## src/rtl/ring_scan_display.sv

```systemverilog
`default_nettype none
// ============================================================================
// Module   : ring_scan_display
// Brief    : 4-digit multiplexed 7-segment driver strobed by a one-hot ring
//            counter phase, with tear-free frame-boundary loading and phase
//            legality checking. Define RING_SCAN_HEX_EN to show codes 10-15
//            as A,b,C,d,E,F instead of blanking them.
// Revision : 1.0  initial release
// ============================================================================
module ring_scan_display #(
    parameter int BLANK_CYC  = 1,
    parameter int ERR_THRESH = 2
) (
    input  logic        clk,
    input  logic        rst_n,
    input  logic [3:0]  phase,
    input  logic        load_valid,
    input  logic [15:0] load_data,
    output logic        load_ready,
    output logic [6:0]  seg_n,
    output logic [3:0]  an_n,
    output logic        frame_tick,
    output logic        err
);

    localparam int              c_BW     = (BLANK_CYC < 1) ? 1 : $clog2(BLANK_CYC + 1);
    localparam logic [c_BW-1:0] c_BLANK  = c_BW'(BLANK_CYC);
    localparam logic [c_BW-1:0] c_ONE    = c_BW'(1);
    localparam logic [3:0]      c_THRESH = 4'(ERR_THRESH);

    logic [3:0]      r_phase_q;
    logic            r_q_legal;
    logic [c_BW-1:0] r_blank;
    logic [3:0]      r_err_cnt;
    logic            r_err;
    logic [15:0]     r_display;
    logic [15:0]     r_pending;
    logic            r_pend_vld;
    logic            r_load_ready;
    logic            r_frame_tick;
    logic [6:0]      r_seg_n;
    logic [3:0]      r_an_n;

    logic            w_onehot;
    logic [3:0]      w_step;
    logic            w_legal;
    logic            w_wrap;
    logic            w_accept;
    logic [3:0]      w_cnt_inc;
    logic [3:0]      w_digit;

    function automatic logic [6:0] seg_decode(input logic [3:0] d);
        logic [6:0] s;
        case (d)
            4'd0:    s = 7'h40;
            4'd1:    s = 7'h79;
            4'd2:    s = 7'h24;
            4'd3:    s = 7'h30;
            4'd4:    s = 7'h19;
            4'd5:    s = 7'h12;
            4'd6:    s = 7'h02;
            4'd7:    s = 7'h78;
            4'd8:    s = 7'h00;
            4'd9:    s = 7'h10;
`ifdef RING_SCAN_HEX_EN
            4'd10:   s = 7'h08;
            4'd11:   s = 7'h03;
            4'd12:   s = 7'h46;
            4'd13:   s = 7'h21;
            4'd14:   s = 7'h06;
            default: s = 7'h0E;
`else
            default: s = 7'h7F;
`endif
        endcase
        return s;
    endfunction

    // Legal means one-hot and either holding or advancing one step of the ring.
    assign w_onehot  = (phase != 4'h0) && ((phase & (phase - 4'd1)) == 4'h0);
    assign w_step    = {r_phase_q[0], r_phase_q[3:1]};
    assign w_legal   = w_onehot && ((phase == r_phase_q) || (phase == w_step));
    assign w_wrap    = w_legal && (r_phase_q == 4'b0010) && (phase == 4'b0001);
    assign w_accept  = load_valid && r_load_ready;
    assign w_cnt_inc = (r_err_cnt == 4'hF) ? 4'hF : (r_err_cnt + 4'd1);

    always_comb begin
        w_digit = 4'hF;
        case (r_phase_q)
            4'b0001: w_digit = r_display[3:0];
            4'b0010: w_digit = r_display[7:4];
            4'b0100: w_digit = r_display[11:8];
            4'b1000: w_digit = r_display[15:12];
            default: w_digit = 4'hF;
        endcase
    end

    always_ff @(posedge clk or negedge rst_n) begin
        if (!rst_n) begin
            r_phase_q    <= 4'b0001;
            r_q_legal    <= 1'b1;
            r_blank      <= '0;
            r_err_cnt    <= 4'h0;
            r_err        <= 1'b0;
            r_display    <= 16'h0000;
            r_pending    <= 16'h0000;
            r_pend_vld   <= 1'b0;
            r_load_ready <= 1'b1;
            r_frame_tick <= 1'b0;
            r_seg_n      <= 7'h7F;
            r_an_n       <= 4'hF;
        end else begin
            r_phase_q <= phase;
            r_q_legal <= w_legal;

            if (phase != r_phase_q) begin
                r_blank <= c_BLANK;
            end else if (r_blank != '0) begin
                r_blank <= r_blank - c_ONE;
            end

            if (w_legal) begin
                r_err_cnt <= 4'h0;
            end else begin
                r_err_cnt <= w_cnt_inc;
                if (w_cnt_inc >= c_THRESH) begin
                    r_err <= 1'b1;
                end
            end

            r_frame_tick <= w_wrap;
            r_an_n       <= (r_q_legal && (r_blank == '0)) ? ~r_phase_q : 4'hF;
            r_seg_n      <= r_q_legal ? seg_decode(w_digit) : 7'h7F;

            // Commit uses the pending flag from before this edge, so a word
            // accepted on the wrap edge itself waits a full frame.
            if (w_wrap && r_pend_vld) begin
                r_display  <= r_pending;
                r_pend_vld <= 1'b0;
            end
            if (w_accept) begin
                r_pending  <= load_data;
                r_pend_vld <= 1'b1;
            end
            r_load_ready <= !w_accept && !r_pend_vld;
        end
    end

    assign load_ready = r_load_ready;
    assign seg_n      = r_seg_n;
    assign an_n       = r_an_n;
    assign frame_tick = r_frame_tick;
    assign err        = r_err;

endmodule
`default_nettype wire

```

## config.mk

```make
export PLATFORM = sky130hd
export DESIGN_NAME = ring_scan_display
export DESIGN_NICKNAME = d
export VERILOG_FILES = /design/src/rtl/ring_scan_display.sv
export SDC_FILE = /design/constraint.sdc
export NUM_CORES = 1
export LEC_CHECK = 0
export CAP_MARGIN = 20
export CORE_MARGIN = 1
export CORE_UTILIZATION = 55
export DETAILED_ROUTE_END_ITERATION = 10
export MAX_ROUTING_LAYER = met4
export PLACE_DENSITY = 0.91
export SYNTH_ARGS = -nofsm -noshare
export SYNTH_HDL_FRONTEND = slang
export SYNTH_SLANG_ARGS = --single-unit
export TNS_END_PERCENT = 20
```

## constraint.sdc

```tcl
create_clock -name clk -period 4.1 [get_ports clk]
set_input_delay 1.23 -clock clk [delete_from_list [all_inputs] [get_ports clk]]
set_output_delay 1.23 -clock clk [all_outputs]
set_load 0.01 [all_outputs]
```

* After elaboration in Yosys (flattened, before gate mapping) *
Memories as Yosys holds them, arrays and structs flattened.
Index checks and enable logic that the tools add are counted.

word-level totals
  input port bits = 23
  memory bits (writable) = 0
  output and inout port bits = 14
  latch bits = 0
  bits in read-only memories = 112
  logic and storage cells = 54
  memories kept = 1
  register bits after elaboration = 57

memories
  name             words  width  rd ports  clocked after Yosys merged registers in  wr ports  RTL line  text
  (no name shown)  16     7      1         0                                        0         54        case (d)

cells by class
  magnitude comparators = 1
  multipliers = 0
  add/subtract/negate cells = 3
  eq/ne operators = 9
  mux-type cells = 9
  div/mod/pow operators = 0
  reduce and logical (&&, ||, !) cells = 15
  bitwise operators = 4
  shift-type cells = 0

operators with widths
  cell                   number
  $pmux W4 S4            1
  $mux W4                3
  $eq A4 B1 Y1 const B   2
  $eq A4 B4 Y1           2
  $eq A4 B4 Y1 const B   2
  $logic_and A1 B1 Y1    8
  $mux W7                1
  $add A4 B1 Y4 const B  1
  $and A4 B4 Y4          1
  $eq A4 B2 Y1 const B   1
  $eq A4 B3 Y1 const B   1
  $ge A4 B2 Y1 const B   1
  $logic_not A4 Y1       1
  $mux W1                4
  $ne A4 B4 Y1           1
  $not A4 Y4             1
  $reduce_bool A4 Y1     1
  $sub A4 B1 Y4 const B  1
  $logic_not A1 Y1       2
  $not A1 Y1             2
  $reduce_and A2 Y1      1
  $reduce_bool A2 Y1     1
  $logic_or A1 B1 Y1     1
  $sub A1 B1 Y1 const B  1

* Longest topological paths before layout *
  depth after elaboration = 10
  mapped depth = 8
  mapped depth without buffers = 7

* Worst setup path before layout *
No wires, ideal clock.

  path type = input-to-reg
  from = input port phase[1]
  to = register r_display[10]
  arrival = 2.581 ns
  setup slack = 1.394 ns
  setup time = 0.125 ns
  stages = 5
  buffers on the path = 1
  required time = 3.975 ns
  path through = or4b_4 -> nor3_4 -> nand4b_4 -> buf_6 -> mux2_4

on the way
  word-level cells in the longest chain between the ends = 8
  elaborated cells between the ends (all ways) = 13
  classes of those cells = 1 x add/sub; 3 x eq/ne; 1 x bitwise; 8 x reduce/logical

ends and longest elaborated chain
  item                     RTL line  text
  start: declaration       16        input logic [3:0] phase,
  $sub A4 B1 Y4            80        assign w_onehot = (phase != 4'h0) && ((phase & (phase - 4'd1)) == 4'h0);
  $and A4 B4 Y4            80
  $logic_not A4 Y1         80
  $logic_and A1 B1 Y1      80
  $logic_and A1 B1 Y1      82        assign w_legal = w_onehot && ((phase == r_phase_q) || (phase == w_step));
  $logic_and A1 B1 Y1      83        assign w_wrap = w_legal && (r_phase_q == 4'b0010) && (phase == 4'b0001);
  $logic_and A1 B1 Y1 (*)  83
  $logic_and A1 B1 Y1 (*)  137       if (w_wrap && r_pend_vld) begin
  end signal: assignment   138       r_display <= r_pending;
  end: declaration         36        logic [15:0] r_display;

Every way passes the cells marked *; elsewhere a longest branch is shown, timed or not.
A chain may end at the register's enable or synchronous reset.

* Worst setup path after layout *
  from = input port phase[2]
  to = register r_display[9]

The elaborated chain is that of the path after synthesis.

==> results.py <==
metrics = {
    "status": {
        "outcome": "completed",
    },
    "drt": {
        "drtPass1Iterations": 4,
        "drt_iter0_markers": 74,
        "vias": 1624,
        "drc": 0,
        "ant_nets": 0,
        "via_per_inst": 5.56,
        "routed_wl_um": 4410,
        "wl_per_cell_um": 15.1,
    },
    "cells_and_area": {
        "diodes": 0,
        "final.fill_count": 336,
        "nets": 262,
        "drive_above_1_share_pct": 28.7,
        "multiInputGateArea_um2": 1050,
        "syn2layout_area_growth_pct": 23.1,
        "final-seq-area_um2": 1440,
        "utilization_pct": 71.0,
        "final_cells": 292,
    },
    "pwr": {
        "p_per_area_nw_per_um2": 479,
        "ir_drop_uv": 357,
        "p_leak_nw": 1.38,
    },
    "critical_path": {
        "crit_path_end": "r_display[9]",
        "slowest_stage": "or4b_4",
        "rr_startpoint": "r_phase_q[1]",
        "critPathKind": "input pin to register",
        "r2r-end": "seg_n[4]",
        "reg2reg_depth": 6,
        "critPathBufInv": 1,
        "crit_fanout": 16,
        "arrival_ps": 3330,
        "startpoint_type": "input pin",
        "critical_path.cell_chain": "clkdlybuf4s50_1, or4b_4, nor3_4, nand4b_4, mux2_4",
        "worstSetupStartpoint": "phase[2]",
        "worst-path-stages": 5,
        "r2r_slack_ps": 1830,
        "max_stage_delay_ps": 610,
        "required_ps": 4310,
        "cp_top_family": "simple AND/OR/NAND/NOR gates",
        "end_kind": "register",
    },
    "grt": {
        "overflow": 0,
        "antenna_found_initial": 0,
        "grt_pass1_vias": 1644,
        "grt.total_usage_pct": 22.2,
        "grt_max_degree": 51,
        "grt_pass1_wl_um": 7890,
    },
    "logic_synthesis": {
        "yosys_warnings": 0,
        "synth_top_area_share_pct": 42.3,
        "yosysMostFrequentCell": "dfrtp_1",
        "syn_area_per_cell_um2": 13.3,
        "synthTopCellsByArea": "dfrtp_1, dfstp_2, mux2_2",
        "synth_area_um2": 2550,
        "synthArstFlopShare_pct": 100,
        "ys_seq_area_share_pct": 56.7,
        "synth_commonest_cells": "dfrtp_1, mux2_2, dfstp_2",
        "syn-num-nets": 219,
        "synth_top_cell_by_area": "dfrtp_1",
        "ys_types": 44,
        "ys_ff_latch": 57,
        "synth_edf_count": 0,
        "synth_cells": 192,
        "synthFlopType": "dfrtp_1",
    },
    "timing": {
        "period_share_pct": 76.1,
        "worstMarginPinSlew_ps": 704,
        "slew_violations": 0,
        "holdWs_ps": 479,
        "finalWorstSetupSlack_ps": 981,
        "rsz0062_at_grt": "no",
        "hold_viol": 0,
        "slew_headroom_pct": 52.9,
        "clock_skew_ps": 9.47,
        "finalSetupTns_ps": 0,
        "fin_crit_ps": 3120,
        "setup_viol": 0,
        "max_freq_ghz": 0.321,
    },
    "placement": {
        "place_inst": 275,
        "pre_cts_ws_ps": 646,
        "place.gp.congestion": 0.812,
        "dp_hpwl_um": 3070,
        "io_buffers": 36,
    },
    "cts": {
        "cts_buffers": 9,
        "cts_hold_buffers": 0,
        "post_cts.repair.setup_buffers": 0,
        "cts_resized": 0,
        "cts-htree-levels": 3,
        "cts_tree": "built",
        "cts.path.max_buffers": 2,
        "cts.clk_slew.worst_paths_ps": 60,
        "insertion_delay_ps": 330,
        "clock_sinks": 57,
        "cts-root-buf": "clkbuf_8",
    },
    "floorplan": {
        "core_area_um2": 4410,
        "start_util_pct": 57.7,
        "rows": 24,
        "die_w_um": 70.0,
        "num_io_pins": 37,
        "die_h_um": 70.0,
        "die-area_um2": 4910,
    },
    "job": {
        "timing.max_cap.violations": 0,
    },
    "min_path": {
        "hp-class": "register to register",
    },
}
how the worst min path moves through the flow:
| stage | end | from | cells past startpoint | slack [ps] |
|---|---|---|---|---|
| after CTS | err | err | 1 | 480 |
| after floorplan | load_ready | r_pend_vld | 1 | 440 |
| after global placement | err | err | 1 | 460 |
| after global routing | seg_n[4] | r_q_legal | 1 | 510 |
| after detailed placement | err | err | 1 | 470 |
| final | err | err | 1 | 480 |
area by class of cell:
type,count,share of cell area [%]
timing repair buffer,38,12.2
clock buffer,13,5.07
clock inverter,3,0.479
sequential,57,46.0
inverter,4,0.479
tap,52,2.08
multi-input combinational,125,33.6
through the flow:
stage | cell area [um2] | total power, W
2_1_floorplan | 2550 | 0.000958
3_3_place_gp | 2940 | 0.00104
5_1_grt | 3140 | 0.00160
3_5_place_dp | 2940 | 0.00106
6_report | 3140 | 0.00150
4_1_cts | 3120 | 0.00151
power by group:
part	internal [W]	total, W	switching (W)
Sequential	0.000689	0.000782	0.0000932
Clock	0.000249	0.000451	0.000202
Combinational	0.000161	0.000268	0.000107
sequential cells by signal, summed over array words and instances (netlist names):
name and cells:
frame_tick 1, an_n 4, seg_n 7, load_ready 1, r_q_legal 1, r_pending 16
r_phase_q 4, r_err_cnt 4, r_blank 1, r_pend_vld 1, r_display 16, err 1
routing by layer:
layer / vias up / track usage [%] / part of all wire (%)
li1: 779 / - / -
met1: 792 / 26.8 / 43
met2: 47 / 33.7 / 50
met3: 6 / 9.67 / 5.8
met4: 0 / 7.56 / 1.4
met5: - / - / 0
logic make-up (layout without fill, tap and decap cells):
| logic type | Yosys count | count (layout) | share of synthesized area (%) |
|---|---|---|---|
| AO/OA/AOI/OAI | 36 | 36 | 9.34 |
| XOR/XNOR | 9 | 9 | 3.10 |
| adder cells (fa/ha/maj) | 4 | 4 | 1.97 |
| buffers and inverters | 10 | 58 | 1.87 |
| flip-flops | 57 | 57 | 56.7 |
| multiplexers | 33 | 33 | 16.0 |
| AND/OR/NAND/NOR | 43 | 43 | 11.0 |
cell usage in the layout (no fill, tap or decap), drive strengths merged, types with 2 or more instances in the layout:
master         count
nand2b             2
or4b               3
o22a               2
nand3              2
nor3b              5
a211oi             2
clkinv             3
buf                3
and2               2
o21ai             10
a211o              2
nand4              2
ha                 4
clkdlybuf4s50     35
dfstp             14
nor4               3
nand2              7
and3               2
xnor2              8
nor2               6
a2bb2oi            3
nor3               6
inv                4
o21bai             3
dfrtp             43
clkbuf            13
mux2              32
a21oi              8
Power figures use the tool's default switching activity.
